**src/rtl/sigmf_bwd.sv**
```systemverilog
`timescale 1ns/1ps
`default_nettype none
// ============================================================================
// sigmf_bwd : sigmoid backward pass, o = g * s * (1 - s), signed Q8.24,
//             iterative shift-add multiplier with valid/ready on both sides.
// Revision  : 1.0
// ============================================================================
module sigmf_bwd #(
  parameter int WIDTH = 32,
  parameter int FRAC  = 24
) (
  input  logic             clk,
  input  logic             rst,
  input  logic             in_valid,
  output logic             in_ready,
  input  logic [WIDTH-1:0] act,
  input  logic [WIDTH-1:0] grad,
  output logic             out_valid,
  input  logic             out_ready,
  output logic [WIDTH-1:0] o
);

  localparam int CW = $clog2(WIDTH);
  localparam logic [WIDTH-1:0] c_one = WIDTH'(1) << FRAC;

  typedef enum logic [1:0] {
    IDLE = 2'd0,
    MUL1 = 2'd1,
    MUL2 = 2'd2,
    DONE = 2'd3
  } state_t;

  state_t r_state, w_state_nxt;

  logic [2*WIDTH-1:0] r_acc;
  logic [2*WIDTH-1:0] r_mcand;
  logic [WIDTH-1:0]   r_mplier;
  logic [WIDTH-1:0]   r_mag_g;
  logic               r_sgn;
  logic [CW-1:0]      r_cnt;
  logic [WIDTH-1:0]   r_o;

  logic               w_act_neg;
  logic               w_act_big;
  logic [WIDTH-1:0]   w_sa;
  logic [WIDTH-1:0]   w_ca;
  logic [WIDTH-1:0]   w_mag_g;
  logic [2*WIDTH-1:0] w_add;
  logic [2*WIDTH-1:0] w_prod;
  logic [WIDTH-1:0]   w_res;
  logic               w_last;

  // Clamp s into [0, 1.0] so s*(1-s) stays within [0, 0.25].
  assign w_act_neg = act[WIDTH-1];
  assign w_act_big = !w_act_neg && (act > c_one);
  assign w_sa      = w_act_neg ? '0 : (w_act_big ? c_one : act);
  assign w_ca      = c_one - w_sa;
  assign w_mag_g   = grad[WIDTH-1] ? (-grad) : grad;

  assign w_add  = r_mplier[0] ? r_mcand : '0;
  assign w_prod = r_acc + w_add;
  assign w_res  = w_prod[FRAC +: WIDTH];
  assign w_last = (r_cnt == CW'(WIDTH-1));

  assign in_ready  = (r_state == IDLE);
  assign out_valid = (r_state == DONE);
  assign o         = r_o;

  always_ff @(posedge clk or posedge rst) begin
    if (rst) begin
      r_state <= IDLE;
    end else begin
      r_state <= w_state_nxt;
    end
  end

  always_comb begin
    w_state_nxt = r_state;
    case (r_state)
      IDLE: if (in_valid) w_state_nxt = MUL1;
      MUL1: if (w_last)   w_state_nxt = MUL2;
      MUL2: if (w_last)   w_state_nxt = DONE;
      DONE: if (out_ready) w_state_nxt = IDLE;
      default: w_state_nxt = IDLE;
    endcase
  end

  always_ff @(posedge clk or posedge rst) begin
    if (rst) begin
      r_acc    <= '0;
      r_mcand  <= '0;
      r_mplier <= '0;
      r_mag_g  <= '0;
      r_sgn    <= 1'b0;
      r_cnt    <= '0;
      r_o      <= '0;
    end else begin
      case (r_state)
        IDLE: begin
          if (in_valid) begin
            r_acc    <= '0;
            r_mcand  <= {{WIDTH{1'b0}}, w_sa};
            r_mplier <= w_ca;
            r_mag_g  <= w_mag_g;
            r_sgn    <= grad[WIDTH-1];
            r_cnt    <= '0;
          end
        end
        MUL1, MUL2: begin
          r_acc    <= w_prod;
          r_mcand  <= r_mcand << 1;
          r_mplier <= r_mplier >> 1;
          r_cnt    <= r_cnt + 1'b1;
          if (w_last) begin
            r_acc <= '0;
            r_cnt <= '0;
            // First pass yields d, which becomes the multiplicand against |g|.
            if (r_state == MUL1) begin
              r_mcand  <= {{WIDTH{1'b0}}, w_res};
              r_mplier <= r_mag_g;
            end else begin
              r_o <= r_sgn ? (-w_res) : w_res;
            end
          end
        end
        default: ;
      endcase
    end
  end

endmodule
`default_nettype wire

```
**config.mk**
```make
export PLATFORM = sky130hd
export DESIGN_NAME = sigmf_bwd
export DESIGN_NICKNAME = d
export VERILOG_FILES = /design/src/rtl/sigmf_bwd.sv
export SDC_FILE = /design/constraint.sdc
export NUM_CORES = 1
export LEC_CHECK = 0
export CAP_MARGIN = 20
export CORE_ASPECT_RATIO = 2
export CORE_MARGIN = 2
export CORE_UTILIZATION = 44
export CTS_CLUSTER_DIAMETER = 50
export CTS_CLUSTER_SIZE = 24
export DETAILED_ROUTE_END_ITERATION = 10
export HOLD_SLACK_MARGIN = 0.08
export REMOVE_ABC_BUFFERS = 1
export SLEW_MARGIN = 15
export SYNTH_ARGS = -nofsm -noshare
export SYNTH_HDL_FRONTEND = slang
export SYNTH_SLANG_ARGS = --single-unit
```
**constraint.sdc**
```tcl
create_clock -name clk -period 21.4 [get_ports clk]
set_input_delay 4.28 -clock clk [delete_from_list [all_inputs] [get_ports clk]]
set_output_delay 4.28 -clock clk [all_outputs]
set_load 0.01 [all_outputs]
```
==> results of run 1 <==
[area by class of cell]
| cell class | instances | area share |
|---|---|---|
| Clock inverter | 15 | 0.0124 |
| Sequential cell | 216 | 0.316 |
| Inverter | 22 | 0.00527 |
| Multi-Input combinational cell | 1483 | 0.530 |
| Clock buffer | 23 | 0.0317 |
| Timing Repair Buffer | 132 | 0.0731 |
| Tap cell | 436 | 0.0319 |
[power by group]
part,internal [mW],switching (mW)
Sequential,0.530,0.0845
Clock,0.209,0.195
Combinational,0.362,0.707
Total,1.10,0.986
[cell families after synthesis]
| logic type | after synthesis | share of synthesized area |
|---|---|---|
| adders and majority gates | 65 | 0.0549 |
| buffers and inverters | 135 | 0.0352 |
| DFF | 216 | 0.362 |
| and+or+nand+nor | 705 | 0.216 |
| muxes | 19 | 0.0128 |
| AOI/OAI and AO/OA | 577 | 0.251 |
| xor gates and xnor gates | 117 | 0.0686 |
[Yosys cell counts, types with 23 or more instances]
library cell | count | area share
nand3_1 | 26 | 0.0087
a22o_1 | 51 | 0.030
ha_1 | 64 | 0.054
nand4_1 | 25 | 0.010
o21ai_0 | 187 | 0.063
o31ai_1 | 23 | 0.012
a21oi_1 | 137 | 0.046
nor3_1 | 28 | 0.0094
xnor2_1 | 38 | 0.022
dfrtp_1 | 216 | 0.36
xor2_1 | 79 | 0.046
nor2_1 | 122 | 0.031
nand2_1 | 350 | 0.088
clkbuf_1 | 94 | 0.024
and2_1 | 67 | 0.028
[sequential cells by signal (all words and copies together) (netlist names)]
signal    flops
r_sgn         1
r_cnt         5
r_mplier     32
r_acc        56
r_state       2
r_mag_g      32
o            32
r_mcand      56
[cells in the final DEF, fill, tap and decap left out, types with 19 or more instances in the layout]
cell,count
nand3_1,26
clkbuf_16,21
dfrtp_1,215
and2_1,66
buf_4,30
ha_1,63
nand2_1,348
nor3_1,28
clkdlybuf4s50_1,100
inv_1,20
xor2_1,79
o31ai_1,23
a211oi_1,19
a21oi_1,137
a22o_1,51
nand4_1,25
o21ai_0,186
nor2_1,121
xnor2_1,38
[worst register-to-register path, stage by stage (launching register included)]
cell	delay (ns)
dfrtp_2	0.95
and2_1	0.26
ha_1	0.18
inv_1	0.06
fa_1	0.40
nor2b_1	0.19
o2111ai_1	0.23
a211oi_1	0.46
o21ai_1	0.30
a211oi_1	0.75
o21ai_0	0.21
a21oi_1	0.22
nor4b_2	0.50
nand4_1	0.64
o31ai_1	0.48
xor2_1	0.20
o21ai_0	0.09
[layer usage]
metal  global-route usage  vias up
met5                    0        -
met4                0.154        0
met3               0.0214      123
met2                0.502      292
met1                0.266     6459
li1                     -     6611
[worst paths after layout]
kind                                     startpoint                       end  slack, ns
min in group asynchronous                       rst    r_mag_g[2]$_DFFE_PP0P_       4.21
hold reg to reg            r_mplier[10]$_DFFE_PP0P_  r_mplier[10]$_DFFE_PP0P_       0.47
hold / removal             r_mplier[10]$_DFFE_PP0P_  r_mplier[10]$_DFFE_PP0P_       0.47
setup reg to reg            r_mplier[0]$_DFFE_PP0P_         o[22]$_DFFE_PP0P_      15.15
max in group asynchronous                       rst  r_mplier[12]$_DFFE_PP0P_      15.02
setup / recovery                             act[3]  r_mplier[24]$_DFFE_PP0P_      12.53
[metrics by stage]
stage	cell area (µm²)	setup WS (ns)	hold slack, ns	total power [mW]	util
2_1_floorplan	14500	11.21	0.438	1.35	-
3_3_place_gp	16300	12.12	0.452	1.67	0.487
3_5_place_dp	16300	12.04	0.466	1.69	0.487
4_1_cts	17100	12.60	0.481	2.10	0.510
5_1_grt	17100	12.29	0.502	2.24	0.510
6_report	17100	12.53	0.474	2.09	0.510
==> results.json, run 1 <==
{
  "status": "completed",
  "synth_edf_count": 0,
  "final.period_utilization": 0.414,
  "slew_viol_final": 0,
  "initial_core_util": 0.446,
  "cp_num_buf_inv": 2,
  "firstDrtPassIters": 5,
  "drcViolationCount": 0,
  "maxCapViolCount": 0,
  "netlist_area_mm2": 0.0149,
  "r2r.worst_path.cells": 16,
  "end_kind": "flip-flop",
  "ys_warn_count": 0,
  "synth.distinct_cells": 83,
  "synthFlopType": "dfrtp_1",
  "first_iter_violations": 644,
  "cpPeakStageDelay_ns": 0.74,
  "wl_per_cell_um": 19.8,
  "hold_depth": 2,
  "met1_length_um": 16500,
  "antenna_found_initial": 0,
  "num-fill-cells": 3279,
  "drive_gt1_frac": 0.0677,
  "clk_pin_slew_worst_paths_ns": 0.09,
  "io_pins": 102,
  "power_per_cell_area_mw_per_mm2": 122,
  "synth.avg_cell_area_um2": 8.15,
  "syn_inst": 1834,
  "hp-class": "reg2reg",
  "rsz0062_at_grt": "no",
  "totalWireLength_um": 46100,
  "die-area_mm2": 0.0355,
  "multiInputGateArea_mm2": 0.00906,
  "grt_pass1_vias": 13671,
  "min_period_ns": 8.87,
  "portBuffers": 101,
  "fin_worst_skew_ns": 0.0198,
  "route.met3.wl_um": 1280,
  "maxSlewHeadroom": 0.350,
  "clock_path_buffers": 3,
  "cts_resized": 0,
  "worstMarginPinSlew_ns": 0.975,
  "worstSetupPathDepth": 15,
  "tritoncts": "built",
  "overflow": 0,
  "regArea_mm2": 0.00541,
  "clk_latency_ns": 0.54,
  "startpoint_type": "primary input",
  "setup_viol": 0,
  "final_cells": 2327,
  "gp_congestion": 0.952,
  "core-area_mm2": 0.0335,
  "hold_violations": 0,
  "grt_usage": 0.260,
  "vias_per_cell": 5.80,
  "fin_nets": 2009,
  "p_leak_nw": 7.35,
  "crit_path_top_delay_cell": "nor4_1",
  "die_w_um": 134,
  "synth_seq_cells": 216,
  "ys_seq_area_frac": 0.362,
  "post_cts_buffers": 0,
  "cts.sinks": 216,
  "max_freq_mhz": 113,
  "grt_pass1_wl_um": 73300,
  "placed_cells": 2288,
  "ant_nets": 0,
  "critPathArrivalTime_ns": 9.27,
  "h-tree-depth": 1,
  "cp.required_ns": 21.80,
  "numCtsBuffers": 21,
  "n_antenna_cell": 0,
  "area_growth_pct": 14.5,
  "cp_common_cell": "o21ai_0",
  "finalSetupTns_ns": 0,
  "cp_max_fo": 41,
  "cts-root-buf": "clkbuf_16",
  "crit_family": "simple AND/OR/NAND/NOR gates",
  "path_cells": "clkdlybuf4s50_1 -> or3_1 -> nor4_1 -> and2_0 -> nand3_1 -> a211oi_4 -> buf_4 -> nand2_1 -> ha_1 -> o21ai_0 -> o21bai_1 -> o21bai_1 -> xnor2_1 -> o21ai_0 -> o21ai_0",
  "die_h_um": 265,
  "row_count": 95,
  "max-vdd-ir-drop_v": 0.000120,
  "wl_met2_um": 25100,
  "hpwl_um": 34900,
  "hold_buffers": 0,
  "grt_max_degree": 89,
  "critPathKind": "in2reg",
  "highest_layer": "met4",
  "vias": 13485,
  "synth_async_sr_flop_share": 1.00
}
Note: power is estimated with default switching activity, not from simulation.
==> run 2: changes to the inputs <==
Clock period 21.4 ns to 7.9 ns, I/O delays scaled along.
==> results.json, run 2 (synthesized netlist as in run 1, its figures left out) <==
{
  "grt_pass1_vias": 13948,
  "worstMarginPinSlew_ns": 0.940,
  "grt_pass1_wl_um": 75400,
  "post_cts_buffers": 0,
  "min_to": "r_mag_g[31]$_DFFE_PP0P_",
  "tritoncts": "built",
  "critPathArrivalTime_ns": 6.54,
  "overflow": 0,
  "startpoint_type": "primary input",
  "hold_buffers": 0,
  "maxSlewHeadroom": 0.370,
  "largest_registers": "r_acc: 56 flops, r_mcand: 56 flops",
  "final_cells": 2328,
  "end_kind": "flip-flop",
  "final.period_utilization": 0.770,
  "die-area_mm2": 0.0355,
  "post-route-util": 0.510,
  "status": "completed",
  "totalWireLength_um": 46800,
  "gp_congestion": 0.958,
  "cts-root-buf": "clkbuf_16",
  "drive_gt1_frac": 0.0682,
  "die_w_um": 134,
  "slew_viol_final": 0,
  "clock_path_buffers": 3,
  "r2r_end": "o[22]$_DFFE_PP0P_",
  "cts.sinks": 216,
  "io_pins": 102,
  "fin_ws_ns": 1.82,
  "grt_max_degree": 116,
  "r2r.worst_path.cells": 16,
  "power_per_cell_area_mw_per_mm2": 329,
  "min_period_ns": 6.08,
  "hpwl_um": 35600,
  "row_count": 95,
  "clk_pin_slew_worst_paths_ns": 0.08,
  "maxCapViolCount": 0,
  "grt_usage": 0.267,
  "cts_resized": 0,
  "dpl_worst_slack_ns": 1.33,
  "vias": 13558,
  "rsz0062_at_grt": "no",
  "numCtsBuffers": 21,
  "die_h_um": 265,
  "h-tree-depth": 1,
  "hold_depth": 2,
  "ant_nets": 0,
  "hp-class": "reg2reg",
  "hold_violations": 0,
  "power_mw": 5.63,
  "max_freq_mhz": 164,
  "ff2ff_setup_slack_ns": 1.86,
  "num-fill-cells": 3298,
  "reg2reg_from": "r_mplier[0]$_DFFE_PP0P_",
  "firstDrtPassIters": 6,
  "fin_worst_skew_ns": 0.0211,
  "initial_core_util": 0.446,
  "multiInputGateArea_mm2": 0.00906,
  "p_leak_nw": 7.34,
  "mostFrequentLayoutCells": "348 x nand2_1, 215 x dfrtp_1, 186 x o21ai_0",
  "antenna_found_initial": 1,
  "wl_per_cell_um": 20.1,
  "setup_viol": 0,
  "cp.required_ns": 8.36,
  "max-vdd-ir-drop_v": 0.000377,
  "placed_cells": 2290,
  "core-area_mm2": 0.0335,
  "drcViolationCount": 0,
  "min_from": "r_mag_g[31]$_DFFE_PP0P_",
  "area_growth_pct": 14.4,
  "cp_max_fo": 14,
  "first_iter_violations": 601,
  "critPathKind": "in2reg",
  "clk_latency_ns": 0.54,
  "layout_commonest_cell": "nand2_1",
  "fin_nets": 2010,
  "regArea_mm2": 0.00541,
  "portBuffers": 101,
  "vias_per_cell": 5.82
}
## run 2: changes by cell type in the layout (fill, tap and decap cells not counted), moves of 2 or more
cell | before | now
inv_16 | 0 | 2
buf_4 | 30 | 32
inv_12 | 0 | 3
clkinvlp_4 | 1 | 3
clkinv_8 | 5 | 1
## run 2: worst max-delay path: stages
cell and delay [ns]:
clkdlybuf4s50_1 0.46, or3_1 0.47, nor4_1 0.65, and2_0 0.44
nand3_1 0.22, a211oi_4 0.68, nand2_1 0.17, ha_1 0.38
o21ai_0 0.33, o21bai_1 0.44, o21bai_1 0.28, xnor2_1 0.16
o21ai_0 0.09, o21ai_0 0.18
## run 2: routing by layer
| layer | vias to the layer above | track usage | wire, µm |
|---|---|---|---|
| met5 | - | 0 | 0 |
| met4 | 0 | 0.170 | 3470 |
| met3 | 125 | 0.0222 | 1280 |
| met2 | 296 | 0.509 | 25200 |
| met1 | 6497 | 0.274 | 16800 |
| li1 | 6640 | - | - |
## run 2: power by group
| group | total, mW | internal, mW | leakage, nW | switching (mW) |
|---|---|---|---|---|
| clock | 1.09 | 0.539 | 0.349 | 0.556 |
| combinational | 2.87 | 0.974 | 4.13 | 1.90 |
| sequential | 1.66 | 1.44 | 2.86 | 0.229 |
## run 2: area by class of cell
type,instances,share of cell area
Clock inverter,16,0.0126
Inverter,22,0.00527
Clock buffer,21,0.0307
Multi-Input combinational cell,1483,0.530
Tap cell,436,0.0319
Antenna cell,1,0.000146
Sequential cell,216,0.316
Timing Repair Buffer,133,0.0729
## run 2: worst max-delay path by stage
stage | from | end | slack (ns) | cells after the start
global route | act[2] | r_mplier[24]$_DFFE_PP0P_ | 1.38 | 14
detailed placement | act[2] | r_mplier[24]$_DFFE_PP0P_ | 1.33 | 14
CTS | r_mplier[0]$_DFFE_PP0P_ | o[22]$_DFFE_PP0P_ | 1.87 | 16
floorplan | r_state[0]$_DFFE_PP0P_ | r_mcand[0]$_DFFE_PP0P_ | -1.92 | 4
global placement | act[2] | r_mplier[24]$_DFFE_PP0P_ | 1.48 | 14
finish | act[2] | r_mplier[24]$_DFFE_PP0P_ | 1.82 | 14
## run 2: per-stage QoR
stage / hold slack (ns) / instance area (µm²) / TNS, ns
detailed placement: 0.463 / 16400 / 0
global route: 0.507 / 17100 / 0
global placement: 0.449 / 16400 / 0
finish: 0.480 / 17100 / 0
CTS: 0.484 / 17100 / 0
floorplan: 0.438 / 14500 / -195.02
==> run 3: changes to the inputs <==
Clock period 7.9 ns to 5.6 ns, I/O delays scaled along.
==> results.json, run 3 (synthesized netlist as in run 1, its figures left out) <==
{
  "status": "completed",
  "final.period_utilization": 0.958,
  "post_cts_buffers": 0,
  "stdcell_area_mm2": 0.0172,
  "rsz0062_at_grt": "no",
  "die-area_mm2": 0.0355,
  "grt_pass1_wl_um": 78700,
  "initial_core_util": 0.446,
  "fin_worst_skew_ns": 0.0256,
  "hp-class": "reg2reg",
  "drcViolationCount": 0,
  "cts-root-buf": "clkbuf_16",
  "die_h_um": 265,
  "cts_resized": 0,
  "vias": 13688,
  "portBuffers": 101,
  "ant_nets": 0,
  "numCtsBuffers": 19,
  "slew_viol_final": 0,
  "wl_per_cell_um": 20.9,
  "post-route-util": 0.513,
  "firstDrtPassIters": 5,
  "hold_depth": 2,
  "dpl_worst_slack_ns": 0.323,
  "io_pins": 102,
  "first_iter_violations": 713,
  "fin_nets": 2027,
  "fin_ws_ns": 0.236,
  "max_freq_mhz": 186,
  "place_area_mm2": 0.0165,
  "p_leak_nw": 7.43,
  "mostFrequentLayoutCells": "348 x nand2_1, 216 x dfrtp_1, 186 x o21ai_0",
  "overflow": 0,
  "startpoint_type": "flip-flop",
  "end_kind": "flip-flop",
  "totalWireLength_um": 48900,
  "core-area_mm2": 0.0335,
  "antenna_found_initial": 0,
  "maxSlewHeadroom": 0.380,
  "tritoncts": "built",
  "cp_max_fo": 55,
  "row_count": 95,
  "power_per_cell_area_mw_per_mm2": 467,
  "h-tree-depth": 1,
  "layout_commonest_cell": "nand2_1",
  "grt_usage": 0.281,
  "hpwl_um": 37300,
  "setup_viol": 0,
  "max-vdd-ir-drop_v": 0.000498,
  "grt_max_degree": 135,
  "clk_pin_slew_worst_paths_ns": 0.09,
  "vias_per_cell": 5.84,
  "r2r.worst_path.cells": 15,
  "final_cells": 2342,
  "largest_registers": "r_acc: 56 flops, r_mcand: 56 flops",
  "gp_congestion": 0.966,
  "drive_gt1_frac": 0.0745,
  "placed_cells": 2309,
  "clock_path_buffers": 3,
  "maxCapViolCount": 0,
  "clk_latency_ns": 0.54,
  "critPathKind": "reg2reg",
  "cts.sinks": 216,
  "grt_pass1_vias": 14106,
  "area_growth_pct": 15.1,
  "critPathArrivalTime_ns": 5.77,
  "cp.required_ns": 6.00,
  "die_w_um": 134,
  "min_period_ns": 5.36,
  "worstMarginPinSlew_ns": 0.924,
  "hold_buffers": 0,
  "n_antenna_cell": 0,
  "hold_violations": 0
}
==> run 3: cell count changes in the layout (fill, tap and decap cells not counted), sizes merged <==
cell      change
clkbuf        -1
clkinvlp      -3
buf          +19
inv           -1
bufinv        +1
diode         -1
==> run 3: layout make-up <==
cell class | count | area, µm²
well taps | 436 | 546
inverters | 22 | 90.1
multi-input cells | 1483 | 9060
clock inverters | 13 | 196
fillers | 3272 | 16300
repair buffers | 152 | 1430
flip-flops and latches | 216 | 5410
clock buffers | 20 | 479
==> run 3: worst max-delay path: stages (launching register included) <==
cell	delay (ns)
dfrtp_1	0.43
buf_12	0.20
and2_1	0.20
ha_1	0.51
nand4_1	0.32
or3_1	0.42
a2111oi_0	0.41
nor3_1	0.28
o41ai_1	0.64
buf_4	0.22
xor2_1	0.13
or4_1	0.50
or3_1	0.42
o31ai_1	0.27
xor2_1	0.18
o21ai_1	0.07
==> run 3: where the power goes <==
group	switching (mW)	total [mW]	internal [mW]
registers	0.291	2.32	2.02
clock network	0.736	1.47	0.729
logic	2.79	4.26	1.47
==> run 3: routing by layer <==
metal  GRT usage  share of wire  routed length [µm]  vias to the layer above
li1            -              -                   -                     6666
met1       0.291           0.35               17300                     6627
met2       0.549           0.56               27500                      279
met3      0.0224          0.026                1280                      116
met4       0.146          0.058                2830                        0
met5           0              0                   0                        -
==> run 3: stage by stage <==
step	hold WS (ns)	setup TNS, ns	power [mW]
finish	0.477	0	8.04
global route	0.505	0	8.65
CTS	0.477	0	8.08
detailed placement	0.456	0	6.60
global placement	0.450	0	6.52
floorplan	0.438	-791.22	5.06
==> run 3: path summary, 6_finish.rpt <==
kind	end	slack, ns	from
worst max-delay path	o[30]$_DFFE_PP0P_	0.24	r_mplier[0]$_DFFE_PP0P_
worst min-delay path	r_mplier[10]$_DFFE_PP0P_	0.48	r_mplier[10]$_DFFE_PP0P_
worst max register to register	o[30]$_DFFE_PP0P_	0.24	r_mplier[0]$_DFFE_PP0P_
worst min register to register	r_mplier[10]$_DFFE_PP0P_	0.48	r_mplier[10]$_DFFE_PP0P_
max in group asynchronous	r_mcand[16]$_DFFE_PP0P_	3.62	rst
min in group asynchronous	r_mag_g[1]$_DFFE_PP0P_	1.07	rst
